<file path="src/rtl/word_serializer.sv">
// word_serializer: splits a 15-bit word into two byte writes, high byte first.
// The high byte carries word[14:8] zero-extended, the low byte carries word[7:0].
// Optional feature: define WORD_SERIALIZER_PARITY_EN to drive out_par with the
// XOR of out_byte, registered alongside it. Without it out_par is tied low.
module word_serializer (
    input  logic        clk,
    input  logic        rst_n,
    input  logic        load,
    input  logic [14:0] in_word,
    input  logic [7:0]  base_addr,
    input  logic        mem_ready,
    output logic [7:0]  out_byte,
    output logic [7:0]  addr,
    output logic        wr_en,
    output logic        busy,
    output logic        done,
    output logic        out_par
);

    typedef enum logic [1:0] {
        IDLE = 2'd0,
        HI   = 2'd1,
        LO   = 2'd2,
        DONE = 2'd3
    } state_t;

    state_t      state_q, state_d;
    logic [14:0] word_q, word_d;
    logic [7:0]  base_q, base_d;
    logic [7:0]  out_byte_q, out_byte_d;
    logic [7:0]  addr_q, addr_d;
    logic        wr_en_q, wr_en_d;
    logic        busy_q, busy_d;
    logic        done_q, done_d;

    // Next state and next registered outputs; everything holds unless a
    // transition says otherwise, so a stalled byte stays perfectly stable.
    always_comb begin
        state_d    = state_q;
        word_d     = word_q;
        base_d     = base_q;
        out_byte_d = out_byte_q;
        addr_d     = addr_q;
        wr_en_d    = wr_en_q;
        busy_d     = busy_q;
        done_d     = 1'b0;
        case (state_q)
            IDLE: begin
                wr_en_d = 1'b0;
                busy_d  = 1'b0;
                if (load) begin
                    state_d    = HI;
                    word_d     = in_word;
                    base_d     = base_addr;
                    out_byte_d = {1'b0, in_word[14:8]};
                    addr_d     = base_addr;
                    wr_en_d    = 1'b1;
                    busy_d     = 1'b1;
                end
            end
            HI: begin
                if (mem_ready) begin
                    state_d    = LO;
                    out_byte_d = word_q[7:0];
                    addr_d     = base_q + 8'd1;   // wraps 8'hFF -> 8'h00
                    wr_en_d    = 1'b1;
                end
            end
            LO: begin
                if (mem_ready) begin
                    state_d = DONE;
                    wr_en_d = 1'b0;
                    done_d  = 1'b1;
                end
            end
            DONE: begin
                state_d = IDLE;
                wr_en_d = 1'b0;
                busy_d  = 1'b0;
            end
            default: begin
                state_d = IDLE;
                wr_en_d = 1'b0;
                busy_d  = 1'b0;
            end
        endcase
    end

    // State and output registers; reset abandons any word in flight.
    always_ff @(posedge clk or negedge rst_n) begin
        if (!rst_n) begin
            state_q    <= IDLE;
            word_q     <= 15'h0000;
            base_q     <= 8'h00;
            out_byte_q <= 8'h00;
            addr_q     <= 8'h00;
            wr_en_q    <= 1'b0;
            busy_q     <= 1'b0;
            done_q     <= 1'b0;
        end else begin
            state_q    <= state_d;
            word_q     <= word_d;
            base_q     <= base_d;
            out_byte_q <= out_byte_d;
            addr_q     <= addr_d;
            wr_en_q    <= wr_en_d;
            busy_q     <= busy_d;
            done_q     <= done_d;
        end
    end

`ifdef WORD_SERIALIZER_PARITY_EN
    logic par_q;

    // Parity is computed from the next byte so it lands in the same cycle.
    always_ff @(posedge clk or negedge rst_n) begin
        if (!rst_n) par_q <= 1'b0;
        else        par_q <= ^out_byte_d;
    end

    assign out_par = par_q;
`else
    assign out_par = 1'b0;
`endif

    assign out_byte = out_byte_q;
    assign addr     = addr_q;
    assign wr_en    = wr_en_q;
    assign busy     = busy_q;
    assign done     = done_q;

endmodule

</file>
<file path="config.mk">
export PLATFORM = sky130hd
export DESIGN_NAME = word_serializer
export DESIGN_NICKNAME = d
export VERILOG_FILES = /design/src/rtl/word_serializer.sv
export SDC_FILE = /design/constraint.sdc
export NUM_CORES = 1
export LEC_CHECK = 0
export CORE_ASPECT_RATIO = 1.1
export CORE_MARGIN = 1.5
export CORE_UTILIZATION = 30
export CTS_CLUSTER_DIAMETER = 50
export DETAILED_ROUTE_END_ITERATION = 12
export SLEW_MARGIN = 40
export SYNTH_ARGS = -nofsm -noshare
export SYNTH_HDL_FRONTEND = slang
export SYNTH_SLANG_ARGS = --single-unit
</file>
<file path="constraint.sdc">
create_clock -name clk -period 3.85 [get_ports clk]
set_input_delay 0.77 -clock clk [delete_from_list [all_inputs] [get_ports clk]]
set_output_delay 0.77 -clock clk [all_outputs]
set_load 0.01 [all_outputs]
</file>
# Yosys cells after proc, flatten, opt, wreduce, memory -nomap -nowiden
# Cells that the tools add are included.
op_classes:
  eq_ne: 6
  add_sub_neg: 1
  mux: 17
  reduce_logical: 7
op_table:
  columns: ["op", "n"]
  rows:
  - ["two-way mux 8 bit", 4]
  - ["case mux 8 bit (2 select lines)", 2]
  - ["adder 8 x 1 -> 8 bit (second input constant)", 1]
  - ["case mux 2 bit (4 select lines)", 1]
  - ["two-way mux 2 bit", 3]
  - ["!= test 2 bit (second input constant)", 3]
  - ["AND reduction 3 bit", 2]
  - ["two-way mux 1 bit", 5]
  - ["equality test 2 bit (second input constant)", 2]
  - ["case mux 1 bit (4 select lines)", 1]
  - ["AND reduction 2 bit", 2]
  - ["nonzero test 2 bit", 2]
  - ["equality test 2 x 1 -> 1 bit (second input constant)", 1]
  - ["logical NOT 2 bit", 1]
  - ["case mux 1 bit (2 select lines)", 1]
word_totals:
  input_bits: 27
  regBits: 37

# Depth between registers and ports, before layout
# Gate-level depths: netlist of the first run.
logic_depth:
  ltp_word: 3
  mapped_depth: 9
  depth_no_buf: 6

# Worst setup path after synthesis of the first run
# OpenSTA, ideal clock, no wires.
synth_timing:
  path_kind: "input-to-reg"
  from: "in mem_ready"
  to: "reg out_byte_q[3] (netlist: out_byte[3])"
  slack_ns: 2.223
  t_arrival_ns: 1.508
  setup_ns: 0.119
  cell_stages: 6
  cell_sequence: "clkbuf_1 -> o211ai_2 -> buf_6 -> buf_12 -> nand2_2 -> o21ai_2"
synth_via:
  elab_chain_len: 2
synth_lines:
  columns: ["element", "line_no", "rtl"]
  rows:
  - ["start: declaration", "11", "input logic mem_ready,"]
  - ["!= test 2 bit (no line)", null, null]
  - ["AND reduction 3 bit (no line)", null, null]
  - ["end signal: assignment", "104", "out_byte_q <= out_byte_d;"]
  - ["end: declaration", "30", "logic [7:0] out_byte_q, out_byte_d;"]
# Every way passes these cells.
# A chain may end at the register's enable or synchronous reset.

# Worst setup path after layout of the first run
layout_timing:
  from: "in load"
  to: "reg out_byte_q[1] (netlist: out_byte[1])"
layout_via:
  elab_chain_len: 2
layout_lines:
  columns: ["element", "line_no", "rtl"]
  rows:
  - ["start: declaration", "8", "input logic load,"]
  - ["!= test 2 bit (no line)", null, null]
  - ["AND reduction 3 bit (no line)", null, null]
# Every way passes these cells.

==> results of run 1 <==
where the power goes:
part	internal [mW]	switching (mW)	leakage [nW]
Sequential	0.584	0.137	0.453
Clock	0.211	0.133	0.0585
Combinational	0.526	0.493	0.525
layout by cell type, fill, tap and decap left out, drive strengths merged:
| cell type | Yosys | layout |
|---|---|---|
| o32a | 1 | 1 |
| inv | 4 | 4 |
| or2 | 1 | 1 |
| mux2i | 11 | 11 |
| dfrtp | 37 | 37 |
| ha | 6 | 6 |
| nand3 | 6 | 6 |
| conb | 1 | 1 |
| and2 | 1 | 1 |
| nor2 | 4 | 4 |
| bufinv | 0 | 1 |
| clkbuf | 1 | 7 |
| clkdlybuf4s50 | 0 | 44 |
| o211ai | 3 | 3 |
| buf | 7 | 3 |
| o21ai | 17 | 17 |
| nand2 | 25 | 25 |
| o21a | 2 | 2 |
| nand2b | 2 | 2 |
| nand4 | 3 | 3 |
| a31o | 1 | 1 |
| and3 | 2 | 2 |
| mux2 | 15 | 15 |
| o221ai | 1 | 1 |
| xor2 | 2 | 2 |
| xnor2 | 3 | 3 |
| a21oi | 3 | 3 |
final cells by class:
| type | count | area, um2 |
|---|---|---|
| Clock buffer | 7 | 86.3 |
| Clock inverter | 1 | 30.0 |
| Fill cell | 558 | 3370 |
| Inverter | 4 | 15.0 |
| Multi-Input combinational cell | 110 | 843 |
| Sequential cell | 37 | 926 |
| Tap cell | 77 | 96.3 |
| Timing Repair Buffer | 47 | 470 |
worst max-delay path, delay by kind of cell:
family	cells	cell delay, ns
simple gates	2	0.31
buf+inv	2	0.88
compound gates	2	0.23
path summary, 6_finish.rpt:
kind                       slack, ns  cells past startpoint          end
setup / recovery                1.81                      6  out_byte[1]
hold / removal                  0.43                      1  out_byte[5]
setup reg to reg                1.86                      8  out_byte[2]
hold reg to reg                 0.48                      2  out_byte[1]
max in group asynchronous       3.08                      1         done
min in group clk                0.48                      2  out_byte[1]
routing by layer:
metal  part of all wire [%]  routed length, um  vias up
met3                    4.6                166        7
met1                     46               1680      588
li1                       -                  -      647
met4                    1.9                 70        0
met2                     47               1730       31
met5                      0                  0        -
sequential cells by signal (all words and copies together), names as in the netlist:
signal    cells
word_q        8
addr          8
state_q       2
out_byte      8
wr_en         1
done          1
base_q        8
busy          1
cell families after synthesis:
group	synth area share, %
AND/OR/NAND/NOR	12.2
flip-flops	50.1
AO/OA/AOI/OAI	11.2
multiplexers	15.1
buffers and inverters	4.67
adder cells (fa/ha/maj)	4.06
XOR/XNOR	2.37
other	0.203
metrics by stage:
stage	instances	hold slack, ns	util, %	worst slack [ns]	power, mW
2_1_floorplan	159	0.470	-	2.22	1.45
3_5_place_dp	275	0.471	40.2	1.49	1.77
5_1_grt	283	0.460	42.2	1.65	2.26
3_3_place_gp	274	0.477	39.9	1.32	1.71
6_report	283	0.434	42.2	1.81	2.08
4_1_cts	283	0.457	42.2	1.80	2.12
==> metrics, run 1 <==
Gate Count Post-Synth=159; HPWL after DPL=~2700 um; Worst R2R Start=state_q[1]; top_reg_cell synth=dfrtp_1; post-synth top area cell=dfrtp_1; post-CTS sizing=0; layout cells sized above 1=roughly a quarter; Clock Root Buffer=clkbuf_8; kind of end point of the critical path=flip-flop; Peak VDD IR=approximately 280 uV; PwrDens=roughly 840 nW/um2; Initial Util=31.6%; # rows=29; Die Height=about 85 um; Min-Delay Path Class=in -> async; Clk Latency, worst-skew pair=0.28 ns; clock transition at the registers of the reported paths=around 0.070 ns; Synth top area share=approximately half; placed instance area=2350 um2; highest-delay cell along the critical path=clkdlybuf4s50_1; maxcap violations=0; io pins=47; H-tree Lvls=2; largest stage delay on the critical path=between 0.6 and 0.7 ns; Hold Vio Cnt, Final=0; antenna viol nets, final=0; GRT Total Usage=between 10% and 20%; outcome=finished clean; core box area=5840 um2; EDFF count, synth=0; antenna violations before repair=0; Leak=1.04 nW; Mapped Avg Cell Area=approximately 12 um2; routed vias/inst=roughly 4.5; GPL Wtd Cong=0.748; crit-path cells=clkdlybuf4s50_1 > nand2b_2 > o211ai_4 > buf_8 > nand2_2 > o21ai_2; Async S/R FF share, synth=100%; vias in the first global route=~1,300; RSZ-0062 raised after global routing=no; Fin Setup TNS=0 ns; Post-CTS Hold Buffers=0; die width=77.8 um; total number of vias=1,273; synthesized area=roughly 1800 um2; GRT overflow=0; CTS tree=built; count leader, synth=dfrtp_1; number of synthesized register bits=37; f_max=just under 0.5 GHz; Tmin final=2.04 ns; DR DRC count=0; Area Overhead vs Synth=33.6%; number of port buffers=between 40 and 50; busiest metal layer after global routing=met2; ant diodes=0; WL per Instance=12.9 um; fin area=around 2500 um2; crit path DAT=~2.2 ns; CP required=4.01 ns; skew final=0.00155 ns; Crit Path Category=in -> reg; first-pass detailed-route iteration total=4; die area=6640 um2; most common library cells after synthesis=dfrtp_1 (37), mux2_2 (15), nand2_1 (14); syn nets=roughly 190; Synth area leaders=dfrtp_1 (50%), mux2_2 (9.1%), mux2i_1 (6.0%), o21ai_2 (4.7%), ha_1 (4.1%); CP Launch Type=primary input; Setup crit start=load; register area share after synthesis=between 50% and 60%; Num CTS Buffers=5; Ys Warns=0; Post-CTS Setup Inserts=0; NumNets Final=238; final WL=3650 um; met1 Track Usage GR=between 10% and 20%; Initial DRC Count=29; global-route wire length before repair=slightly above 6000 um; post-synthesis cell type count=33; Slew Limit Fails=0; crit share post-route=a little over half; met2 Use GR=19.4%; largest net degree at the start of global routing=38; Clock Path Buffers=2; clk sinks=37; Final setup viols=0; Worst Path Max Fanout=15; GR Util met3=~3.7%
No activity file was read; power rests on OpenSTA's default activity.
==> run 2, diff against run 1 <==
==> constraint.sdc (replaced) <==
create_clock -name clk -period 2 [get_ports clk]
set_input_delay 0.4 -clock clk [delete_from_list [all_inputs] [get_ports clk]]
set_output_delay 0.4 -clock clk [all_outputs]
set_load 0.01 [all_outputs]
==> run 2 against run 1 <==
- hold slack worse by 0.30 ns
- global-route usage hardly changed
- clock-buffer cell count is 2 lower
- utilization is 0.21 points lower
- via count is 0.55% lower
- clock power is 49% higher
- cell count is 0.71% higher
- register-to-register slack worse by 1.5 ns
- critical endpoint is now wr_en
==> metrics, run 2 (same netlist as run 1, synthesis figures left out) <==
total number of vias=1,266 (was 1,273); met2 Use GR=18.3% (was 19.4%); antenna violations before repair=0 (unchanged); layout cells sized above 1=25.5% (was 24.3%); clock transition at the registers of the reported paths=0.07 ns (about the same); clk sinks=37 (unchanged); Post-CTS Setup Inserts=0 (unchanged); core box area=5840 um2 (unchanged); largest net degree at the start of global routing=38 (unchanged); Post-CTS Hold Buffers=0 (unchanged); die area=6640 um2 (unchanged); Peak VDD IR=662 uV (was 281 uV); io pins=47 (unchanged); outcome=finished clean (unchanged); crit path DAT=1.21 ns (was 2.20 ns); most common cell after layout, fill and taps aside=clkdlybuf4s50_1 (unchanged); die width=77.8 um (unchanged); f_max=0.620 GHz; NumNets Final=240 (was 238); Area Overhead vs Synth=32.9% (was 33.6%); worst hold margin=0.137 ns (was 0.434 ns); Final Non-Filler Cells=285 (was 283); kind of end point of the critical path=output pin (was flip-flop); GPL Wtd Cong=0.802 (was 0.748); Die Height=85.3 um (unchanged); GRT overflow=0 (unchanged); maxcap violations=0 (unchanged); GRT Total Usage=12.0% (about the same); global-route wire length before repair=6040 um (was 6110 um); H-tree Lvls=2 (unchanged); Min-Delay Path Class=in -> async (unchanged); antenna viol nets, final=0 (unchanged); met1 Track Usage GR=15.4% (was 14.9%); busiest metal layer after global routing=met2 (unchanged); first-pass detailed-route iteration total=2 (was 4); DR DRC count=0 (unchanged); Final setup viols=0 (unchanged); routed vias/inst=4.44 (was 4.50); Fin Setup TNS=0 ns (unchanged); Clock Root Buffer=clkbuf_8 (unchanged); CP Launch Type=flip-flop (was primary input); Tmin final=approximately 1.6 ns; HPWL after DPL=2640 um (was 2710 um); WL per Instance=12.4 um (was 12.9 um); CP required=1.60 ns (was 4.01 ns); Slew Limit Fails=0 (unchanged); post-CTS sizing=0 (unchanged); RSZ-0062 raised after global routing=no (unchanged); # rows=29 (unchanged); delay-heaviest family, CP=buffers and inverters (unchanged); placed cells=277 (was 275); ant diodes=0 (unchanged); Worst Path Max Fanout=3 (was 15); highest-delay cell along the critical path=clkdlybuf4s50_1 (unchanged); WP buf/inv=1 (was 2); Clk Latency, worst-skew pair=0.29 ns (was 0.28 ns); r2r setup slk=0.39 ns (was 1.86 ns); Clock Path Buffers=2 (unchanged); largest stage delay on the critical path=0.55 ns (was 0.65 ns); CTS tree=built (unchanged); number of port buffers=45 (unchanged); Crit Path Category=reg -> out (was in -> reg); crit-path cells=clkdlybuf4s50_1 (was clkdlybuf4s50_1 > nand2b_2 > o211ai_4 > buf_8 > nand2_2 > o21ai_2); crit share post-route=80.7%; final WL=3550 um (was 3650 um); FILL cells=557 (was 558); Num CTS Buffers=5 (unchanged); Initial DRC Count=33 (was 29); skew final=0.00565 ns (was 0.00155 ns); Hold Vio Cnt, Final=0 (unchanged); PwrDens=1580 nW/um2 (was 845 nW/um2); Leak=1.03 nW (was 1.04 nW); GR Util met3=4.30% (was 3.66%); Initial Util=31.6% (unchanged); most frequent cells in the layout=clkdlybuf4s50_1 (44), dfrtp_1 (37), mux2_2 (15), nand2_1 (14) (unchanged); vias in the first global route=1,226 (was 1,305)
==> run 2: changes by cell type in the layout (fill, tap and decap cells not counted), sizes merged <==
cell / before / now
clkinv: 0 / 2
buf: 3 / 5
clkinvlp: 0 / 1
bufinv: 1 / 0
clkbuf: 7 / 5
==> run 2: cell type report <==
cell class                      count  area [um2]  share of cell area (%)
Sequential cell                    37         926                    37.7
Tap cell                           77        96.3                    3.92
Clock buffer                        5        68.8                    2.80
Timing Repair Buffer               49         488                    19.9
Inverter                            4        15.0                   0.612
Multi-Input combinational cell    110         843                    34.4
Clock inverter                      3        17.5                   0.714
==> run 2: worst paths after layout <==
kind	cells after the start	endpoint	start
worst max-delay path	1	wr_en	wr_en
worst min-delay path	2	out_byte[5]	rst_n
worst max register to register	4	word_q[1]	state_q[0]
worst min register to register	2	out_byte[7]	out_byte[7]
max in group asynchronous	2	base_q[6]	rst_n
min in group clk	2	out_byte[7]	out_byte[7]
==> run 2: power breakdown <==
group	switching [mW]	leakage, nW	internal, mW	total (mW)
combinational	0.943	0.536	1.05	1.99
sequential	0.259	0.453	1.12	1.38
clock	0.271	0.0439	0.240	0.511
total	1.47	1.03	2.41	3.89
==> run 2: per-layer routing <==
| metal | up-vias | part of all wire [%] |
|---|---|---|
| li1 | 648 | - |
| met1 | 584 | 46 |
| met4 | 0 | 1.8 |
| met2 | 28 | 47 |
| met5 | - | 0 |
| met3 | 6 | 5.1 |
==> run 2: metrics by stage <==
| stage | setup WS, ns | area [um2] | power, mW | utilization [%] |
|---|---|---|---|---|
| after CTS | 0.356 | 2450 | 3.95 | 42.0 |
| after global placement | 0.183 | 2370 | 3.40 | 40.5 |
| final | 0.387 | 2450 | 3.89 | 42.0 |
| after global routing | 0.248 | 2450 | 4.23 | 42.0 |
| after floorplan | 0.471 | 1850 | 2.80 | - |
| after detailed placement | 0.164 | 2370 | 3.43 | 40.5 |
